## src/rtl/material_loader.sv

```systemverilog
// material_loader: assembles 10-word host payloads into 289-bit L2 material records
// and sequences the L2-to-L1 flush with a fixed hold-off.
module material_loader #(
   parameter int FLUSH_CYCLES = 17
) (
   input  logic         clk,
   input  logic         rst,
   input  logic [31:0]  s_data,
   input  logic         s_valid,
   output logic         s_ready,
   output logic         l2_write_enable,
   output logic [2:0]   l2_write_id,
   output logic [288:0] l2_write_material,
   output logic         l2_flush_to_l1,
   output logic         busy,
   output logic [7:0]   pending_mask
);
   localparam int WW = $clog2(FLUSH_CYCLES) > 5 ? $clog2(FLUSH_CYCLES) : 5;
   typedef enum logic [2:0] {IDLE, LOAD, WRITE, FLUSH, WAIT} state_t;
   state_t          state_q;
   logic [3:0]      cnt_q;
   logic [WW-1:0]   wait_q;
   logic [2:0]      id_q;
   assign s_ready         = state_q == IDLE || state_q == LOAD;
   assign busy            = state_q != IDLE;
   assign l2_write_enable = state_q == WRITE;
   assign l2_flush_to_l1  = state_q == FLUSH;
   always_ff @(posedge clk) begin
      if (!rst) begin
         state_q           <= IDLE;
         cnt_q             <= '0;
         wait_q            <= '0;
         id_q              <= '0;
         l2_write_id       <= '0;
         l2_write_material <= '0;
         pending_mask      <= '0;
      end else begin
         case (state_q)
            IDLE: if (s_valid) begin
               if (s_data[31]) begin
                  pending_mask <= '0;
                  state_q      <= FLUSH;
               end else begin
                  id_q    <= s_data[2:0];
                  cnt_q   <= '0;
                  state_q <= LOAD;
               end
            end
            LOAD: if (s_valid) begin
               // the tenth word contributes only its LSB to the record's top bit
               if (cnt_q == 4'd9) begin
                  l2_write_material[288] <= s_data[0];
                  l2_write_id            <= id_q;
                  pending_mask[id_q]     <= 1'b1;
                  state_q                <= WRITE;
               end else begin
                  l2_write_material[{cnt_q, 5'd0} +: 32] <= s_data;
                  cnt_q                                  <= cnt_q + 4'd1;
               end
            end
            WRITE: state_q <= IDLE;
            FLUSH: begin
               wait_q  <= '0;
               state_q <= WAIT;
            end
            WAIT: begin
               wait_q <= wait_q + 1'b1;
               if (wait_q == WW'(FLUSH_CYCLES - 1)) state_q <= IDLE;
            end
            default: state_q <= IDLE;
         endcase
      end
   end
endmodule

```

## config.mk

```make
export PLATFORM = sky130hd
export DESIGN_NAME = material_loader
export DESIGN_NICKNAME = d
export VERILOG_FILES = /design/src/rtl/material_loader.sv
export SDC_FILE = /design/constraint.sdc
export NUM_CORES = 1
export LEC_CHECK = 0
export BUFFER_PORTS_ARGS = -buffer_cell sky130_fd_sc_hd__buf_4
export CORE_ASPECT_RATIO = 0.8
export CORE_MARGIN = 5
export CORE_UTILIZATION = 42
export DETAILED_ROUTE_END_ITERATION = 12
export PLACE_DENSITY_LB_ADDON = 0.15
export SLEW_MARGIN = 0
export SYNTH_ARGS = -nofsm -noshare
export SYNTH_HDL_FRONTEND = slang
export SYNTH_SLANG_ARGS = --single-unit
```

## constraint.sdc

```tcl
create_clock -name clk -period 5.7 [get_ports clk]
set_clock_uncertainty 0.15 [all_clocks]
set_input_delay 0.285 -clock clk [delete_from_list [all_inputs] [get_ports clk]]
set_output_delay 0.285 -clock clk [all_outputs]
set_load 0.02 [all_outputs]
```

# After elaboration in Yosys (flattened, before gate mapping)

Index checks and enable logic that the tools add are counted.

Order comparisons: 2
Multiplexer cells: 21
Shift-type cells: 2
Add/subtract/negate cells: 3
Reductions and logical operators: 13
Div/mod/pow operators: 0
Bitwise logic cells: 3
Equal/unequal tests: 13
Multiply operators: 0

Operator list:

| kind                                                                         | number |
|---|---|
| 289-bit bitwise mux                                                          | 1 |
| 32-bit by 11-bit variable shift with 289-bit output, first input constant    | 1 |
| 32-bit by 11-bit indexed part select with 289-bit output                     | 1 |
| 8-bit two-way mux                                                            | 4 |
| 4-bit two-way mux                                                            | 4 |
| 8-bit case mux with 2 select lines                                           | 1 |
| 3-bit two-way mux                                                            | 4 |
| 2-bit != test, second input constant                                         | 6 |
| 3-bit case mux with 4 select lines                                           | 1 |
| 9-bit negation with 11-bit output                                            | 1 |
| 5-bit case mux with 2 select lines                                           | 1 |
| 5-bit AND reduction                                                          | 2 |
| 3-bit AND reduction                                                          | 3 |
| 8-bit bitwise OR                                                             | 1 |
| 4-bit case mux with 2 select lines                                           | 1 |
| 3-bit by 2-bit equality test with 1-bit output, second input constant        | 2 |
| 5-bit by 1-bit adder with 5-bit output, second input constant                | 1 |
| 5-bit equality test, second input constant                                   | 1 |
| 4-bit by 1-bit adder with 4-bit output, second input constant                | 1 |
| 4-bit equality test, second input constant                                   | 1 |
| 3-bit by 4-bit less-than comparator with 1-bit output, second input constant | 1 |
| 4-bit AND reduction                                                          | 1 |
| 2-bit nonzero test                                                           | 2 |
| 1-bit demux with 3-bit select                                                | 1 |
| other kinds (12)                                                             | 14 |

ROM bits: 0
Register bits: 315
Logic and storage cells: 65
Bits in latches: 0
Memories: 0
RAM bits: 0

# Depth between registers and ports, before layout

Gate-level depths: netlist (run 1).

Depth after elaboration: 8
Depth in mapped cells: 10
Gate-level depth less buffers: 7

# Worst setup path after synthesis (run 1)

Ideal clock, no wire load.

Path type: register -> register
Start: register cnt_q[0]
End: register l2_write_material[130]
Clock period less this slack: 2.452 ns
Stages on the path, launching flop included: 10
Arrival: 2.179 ns
Setup slack: 3.248 ns
Path through: dfxtp_1 > inv_1 > ha_1 > buf_2 > or3b_2 > a21oi_1 > o211a_1 > buf_4 > clkbuf_2 > o21ai_0

Cells in the longest elaborated chain, start to end: 3

RTL lines:

| what                                                                                   | line   | source |
|---|---|---|
| start: declaration                                                                     | 21     | `logic [3:0] cnt_q;` |
| start signal: assignment                                                               | 58     | `cnt_q <= cnt_q + 4'd1;` |
| 9-bit negation with 11-bit output or 4-bit equality test (tied branches)               | 57, 51 |  |
| 32-bit by 11-bit indexed part select with 289-bit output, or another cell as far along | 57     | `l2_write_material[{cnt_q, 5'd0} +: 32] <= s_data;` |
| 289-bit bitwise mux or 3-bit AND reduction (tied branches)                             | n/a    |  |
| end signal: indexed assignment                                                         | 57     |  |
| end: declaration                                                                       | 13     | `output logic [288:0] l2_write_material,` |

Several ways; a longest one is shown, not always the timed one.
A chain may end at the register's enable or synchronous reset.

# Worst setup path after layout (run 1)

Start: register cnt_q[0]
End: register l2_write_material[143]

Same word-level chain as after synthesis.

==> flow_summary.ini, run 1 <==
[cts]
cts_buffers = 34
clockBufferDepth = 3
post_cts_resized = 0
clk_pin_slew_worst_paths_ps = 60
clock-sinks = 315
clkLatencyLatePin_ps = 500
cts_tree = yes
cts_root_buffer = clkbuf_16
htree_num_levels = 2
post_cts_buffers = 0

[die]
core-area_mm2 = 0.0283
dieHeight_um = 162
core.rowCount = 55
fp.dieW_um = 199
initial_core_util_pct = 42.6
top_level_ports = 339
dieArea_mm2 = 0.0322

[yosys]
async_flop_share_pct = 0
yosysSeqAreaShare_pct = 52.3
synth.avg_cell_area_um2 = 8.70
ys_types = 54
ys_warn_count = 0
synthCells = 1386
synthesis.area_mm2 = 0.0121
yosys_most_used_dff = dfxtp_1
yosysMostFrequentCell = dfxtp_1
synth_fp_nets = 1427
synth_top_cells_by_count = dfxtp_1 (315), nand2_1 (264), nand3_1 (263), o21ai_0 (121), a21boi_0 (82)
synth_top_area_cell = dfxtp_1
yosys.area.top_type_share_pct = 52.3
synthTopCellsByArea = dfxtp_1 (52%), nand3_1 (11%), nand2_1 (8.2%)
synth-edff-count = 0
synth_seq_cells = 315

[setup_path]
regToRegSetupSlack_ps = 2230
slowest_stage = o211a_2
cp-end-kind = flip-flop
crit_chain = inv_1, ha_1, or3b_2, a21oi_1, o211a_2, o21ai_0
regToRegStartpoint = cnt_q[0]
crit_arrival_ps = 3640
r2r_end = l2_write_material[143]
cpPeakStageDelay_ps = 980
startpoint_type = flip-flop
rr_worst_depth = 6
crit_path_max_fanout = 64
worstPathRequired_ps = 5870
crit_type = reg -> reg

[placement]
io_buffers = 338
post-dp-hpwl_um = 27600
dp_slack_ps = 2270
place.gp.congestion = 0.850
place_area_mm2 = 0.0147

[timing]
max_clock_freq_mhz = 288
worstMarginPinSlew_ps = 1140
fin_crit_ps = 3470
whs_ps = 38.0
slew_headroom_pct = 23.9
final-max-slew-violation-count = 0
min_period_over_period_pct = 61.0
setup_viol_count_final = 0
layout_setup_ws_ps = 2230
rsz0062_at_grt = no
hold_violations = 0
fin_tns_setup_ps = 0

[global_routing]
grt_pass1_wl_um = 61900
grt_overflow = 0
grt_pass1_vias = 10300
grt_antenna_before_repair = 0
grt_usage_pct = 24.3
grt_max_degree = 162

[detailed_routing]
via_per_inst = 5.30
ant_nets = 0
drc = 0
initialDrtViolationCount = 692
via_count = 11000
firstDrtPassIters = 5
routedWlPerCell_um = 19.8
wl_um = 41100

[pwr]
swShare_pct = 22.5
power_frac_comb_pct = 6.1
internal_power_w = 0.00366
powerDensity_mw_per_mm2 = 292
pwr-share-clk_pct = 46.7
ir_drop_mv = 0.224
p_sw_w = 0.00106
p_leak_nw = 6.75
seqPwrFrac_pct = 47.2

[outcome]
status = finished, final reports clean

[hold_path]
hold_depth = 3
hp-class = in -> reg
min_to = l2_write_material[162]
hold_start = s_data[2]

[final_layout]
layout.nets = 1724
syn_to_final_growth_pct = 33.9
drive_gt1_share_pct = 24.6
fin_util_pct = 57.1
diodes = 0
final_cell_area_mm2 = 0.0161

[flow_run]
max_cap_violations = 0
## through the flow
stage / power [W] / std cells
floorplan: 0.00242 / 1386
global placement: 0.00254 / 1985
detailed placement: 0.00254 / 1985
CTS: 0.00477 / 2075
global route: 0.00488 / 2075
finish: 0.00472 / 2075
## how the worst max path moves through the flow
stage	startpoint	to	slack [ps]	depth (start not counted)
floorplan	cnt_q[0]	l2_write_material[130]	3250	9
global placement	cnt_q[0]	l2_write_material[145]	2390	6
detailed placement	cnt_q[0]	l2_write_material[136]	2270	6
CTS	cnt_q[0]	l2_write_material[131]	2250	6
global route	cnt_q[0]	l2_write_material[139]	1970	6
finish	cnt_q[0]	l2_write_material[143]	2230	6
## sequential cells by signal (all words and copies together) (netlist names)
name               count
l2_write_id            3
id_q                   3
pending_mask           8
wait_q                 5
state_q                3
l2_write_material    289
cnt_q                  4
## power groups by stage
stage	logic, W	registers [W]	clock network (W)
after global placement	0.000266	0.00228	0
after floorplan	0.000132	0.00229	0
after global routing	0.000308	0.00223	0.00235
after detailed placement	0.000269	0.00228	0
final	0.000287	0.00223	0.00220
after CTS	0.000286	0.00223	0.00225
## repair_timing
action / in CTS / in global routing
hold endpoints to repair: 158 / 0
hold buffers: 32 / 0
endpoints found under the setup margin: 0 / 0
## critical path: cells and delay by family (launching register included)
| kind | cells | cell delay, ps |
|---|---|---|
| AO/OA/AOI/OAI | 3 | 1510 |
| flip-flops | 1 | 520 |
| AND/OR/NAND/NOR | 1 | 490 |
| adder cells (fa/ha/maj) | 1 | 370 |
| buffers and inverters | 1 | 230 |
## kinds of logic after synthesis
kind of cell	count (synthesis)	synth area share [%]
simple gates	602	23.1
buf+inv	131	4.63
fa+ha+maj	6	0.623
xor+xnor	4	0.291
mux	72	5.98
compound gates	256	13.1
flops	315	52.3
## final cells by class
class | count | area [um^2]
fill | 2579 | 12100
tap | 370 | 463
timing repair buffer | 386 | 3000
multi-input combinational | 940 | 5240
clock buffer | 56 | 1060
sequential | 315 | 6310
clock inverter | 2 | 60.1
inverter | 6 | 22.5
## placed cells by master, fill, tap and decap left out, drive strengths merged, types with 2 or more instances in the layout
cell type,Yosys,layout
buf,41,354
a21oi,12,12
o21ai,129,129
and2,5,5
bufinv,0,2
a21boi,96,96
dlygate4sd3,0,32
and3,6,6
nand4,3,3
a31o,2,2
nor4b,2,2
nor3b,3,3
clkbuf,84,56
mux2i,72,72
a31oi,5,5
nor4,3,3
or2,2,2
inv,6,6
nand3,265,265
nand2,264,264
xor2,2,2
xnor2,2,2
nor2,25,25
o211ai,3,3
dfxtp,315,315
ha,6,6
nor3,4,4
nor4bb,2,2
nor2b,11,11
## metal layers
layer  track usage [%]  wire length [um]
met1              34.7             18700
met4              5.22               736
met3              7.42              3840
met5                 0                 0
met2              36.4             17800
No activity file was read; power rests on OpenSTA's default activity.
==> inputs of run 2 (changes only) <==
--- a/config.mk
+++ b/config.mk
@@ -5,6 +5,7 @@
 export SDC_FILE = /design/constraint.sdc
 export NUM_CORES = 1
 export LEC_CHECK = 0
+export ABC_AREA = 1
 export BUFFER_PORTS_ARGS = -buffer_cell sky130_fd_sc_hd__buf_4
 export CORE_ASPECT_RATIO = 0.8
 export CORE_MARGIN = 5
==> constraint.sdc (replaced) <==
create_clock -name clk -period 2.94 [get_ports clk]
set_clock_uncertainty 0.15 [all_clocks]
set_input_delay 0.147 -clock clk [delete_from_list [all_inputs] [get_ports clk]]
set_output_delay 0.147 -clock clk [all_outputs]
set_load 0.02 [all_outputs]
==> run 2 against run 1 <==
Effect of this change:
- sequential power is 96% higher
- maximum frequency is 33% higher
- die area up 18%
- clock-buffer cell count decreased by 5
- non-clock buffer count grew 16
- sequential share of layout area decreased by 5.2 points
- worst hold slack worse by 0.76 ps
- largest power group is now clock
- wire length rose by 26%
- clock power increased by 100%
==> flow_summary.ini, run 2 <==
[detailed_routing]
initialDrtViolationCount = 1410
via_per_inst = 4.95
wl_um = 51900
ant_nets = 0
drc = 0
routedWlPerCell_um = 17.1
firstDrtPassIters = 5
via_count = 15000

[cts]
cts_hold_buf = 33
cts_buffers = 35
clk_pin_slew_worst_paths_ps = 60
post_cts_resized = 0
cts_tree = yes
clockBufferDepth = 3
clock-sinks = 315
htree_num_levels = 2
clkLatencyLatePin_ps = 520
cts_root_buffer = clkbuf_16
post_cts_buffers = 0

[yosys]
async_flop_share_pct = 0
synth_top_area_cell = dfxtp_1
yosysSeqAreaShare_pct = 43.8
synth_top_family_by_area = simple AND/OR/NAND/NOR gates
synth_xor_area_share_pct = 0.122
synth.avg_cell_area_um2 = 6.31
synth_fp_nets = 2321
synthesis.area_mm2 = 0.0144
muxShareOfSynthArea_pct = 0
synth_fa_ha_area_share_pct = 0.522
synthTopCellsByArea = dfxtp_1 (44%), nand2_1 (20%), nor2_1 (19%)
ys_types = 28
synth-edff-count = 0
synth_seq_cells = 315
yosysMostFrequentCell = nand2_1
synth-simple-area-share_pct = 46.4
yosys_most_used_dff = dfxtp_1
synth_compound_area_share_pct = 1.43
synth_top_cells_by_count = nand2_1 (783), nor2_1 (721), dfxtp_1 (315), inv_1 (108), nand4_1 (72)
ys_warn_count = 0
synthCells = 2280
yosys.area.top_type_share_pct = 43.8

[pwr]
p_leak_nw = 8.42
powerDensity_mw_per_mm2 = 560
ir_drop_mv = 0.334

[die]
core-area_mm2 = 0.0337
dieArea_mm2 = 0.0381
core.rowCount = 60
dieHeight_um = 176
fp.dieW_um = 217
initial_core_util_pct = 42.7
top_level_ports = 339

[final_layout]
multi_input_area_mm2 = 0.00698
final_cell_mix = nand2_1 (782), nor2_1 (720), buf_4 (358)
largest_register = l2_write_material
reg.largest.list = l2_write_material (289), pending_mask (8), wait_q (5)
final_common_cell = nand2_1
fillerInstances = 3387
syn_to_final_growth_pct = 29.5
regArea_mm2 = 0.00631
largest_reg_flops = 289
fin_util_pct = 55.3
drive_gt1_share_pct = 17.4
layout.nets = 2614
diodes = 0

[placement]
place.gp.congestion = 0.872
post-dp-hpwl_um = 36700
io_buffers = 338

[timing]
fin_tns_setup_ps = 0
setup_viol_count_final = 0
min_period_over_period_pct = 88.9
worstMarginPinSlew_ps = 815
hold_violations = 0
fin_crit_ps = 2610
rsz0062_at_grt = no
max_clock_freq_mhz = 383
slew_headroom_pct = 45.6
final-max-slew-violation-count = 0

[global_routing]
grt_pass1_vias = 14200
grt_overflow = 0
grt_pass1_wl_um = 80600
grt_max_degree = 97
grt_antenna_before_repair = 0
grt_usage_pct = 26.4

[setup_path]
cp_top_family = simple AND/OR/NAND/NOR gates
cp-end-kind = flip-flop
crit_type = reg -> reg
crit_path_max_fanout = 35
path_buf_inv = 3
slowest_stage = nor2_4
crit_chain = inv_1, ha_1, nand2_2, nand2_4, buf_4, inv_2, nand2_4, nor2_4, nor2_1, nor2_1
startpoint_type = flip-flop
worstPathRequired_ps = 3240
crit_arrival_ps = 2920
cpPeakStageDelay_ps = 660

[flow_run]
max_cap_violations = 0

[outcome]
status = finished, final reports clean

[hold_path]
hp-class = in -> reg
==> run 2: where the power goes <==
group / switching (W) / internal, W / total [W]
Sequential: 0.0000459 / 0.00433 / 0.00438
Combinational: 0.00121 / 0.000422 / 0.00164
Clock: 0.00177 / 0.00265 / 0.00443
==> run 2: cell type report <==
cell class	count	share of cell area, %
Sequential cell	315	33.8
Timing Repair Buffer	402	17.3
Clock inverter	11	0.738
Multi-Input combinational cell	1704	37.4
Tap cell	434	2.91
Clock buffer	51	5.41
Inverter	115	2.33
==> run 2: final timing paths <==
path | from | end | slack [ps] | cells past startpoint
hold / removal | rst | l2_write_material[244] | 40 | 3
setup reg to reg | cnt_q[1] | l2_write_material[33] | 330 | 10
hold reg to reg | pending_mask[2] | pending_mask[2] | 300 | 2
setup / recovery | cnt_q[1] | l2_write_material[33] | 330 | 10
==> run 2: cell families (layout without fill, tap and decap cells) <==
| family | Yosys count | count (layout) |
|---|---|---|
| simple gates | 1656 | 1656 |
| flops | 315 | 315 |
| buf+inv | 261 | 579 |
| compound gates | 40 | 40 |
| fa+ha+maj | 6 | 6 |
| xor+xnor | 2 | 2 |
==> run 2: per-layer routing <==
metal / global-route usage (%) / part of all wire [%] / wire, um / vias to the layer above
li1: - / - / - / 7484
met1: 36.0 / 44 / 22800 / 6915
met2: 42.2 / 45 / 23200 / 543
met3: 5.15 / 7.8 / 4050 / 77
met4: 9.24 / 3.5 / 1800 / 0
met5: 0 / 0 / 0 / -
==> run 2: worst register-to-register path, stage by stage (launching register included) <==
cell and delay, ps:
dfxtp_1 420, inv_1 130, ha_1 240, nand2_2 120, nand2_4 50, buf_4 250, inv_2 170, nand2_4 110
nor2_4 660, nor2_1 110, nor2_1 130
==> run 2: metrics by stage <==
stage	std cells	setup slack [ps]	hold slack, ps	instance area (um^2)	power, W
final	3032	328	37.3	18600	0.0104
after global routing	3032	116	50.1	18600	0.0109
after CTS	3032	323	11.5	18600	0.0105
after detailed placement	2937	355	259	17200	0.00604
after global placement	2937	492	253	17200	0.00603
after floorplan	2280	723	132	14400	0.00550
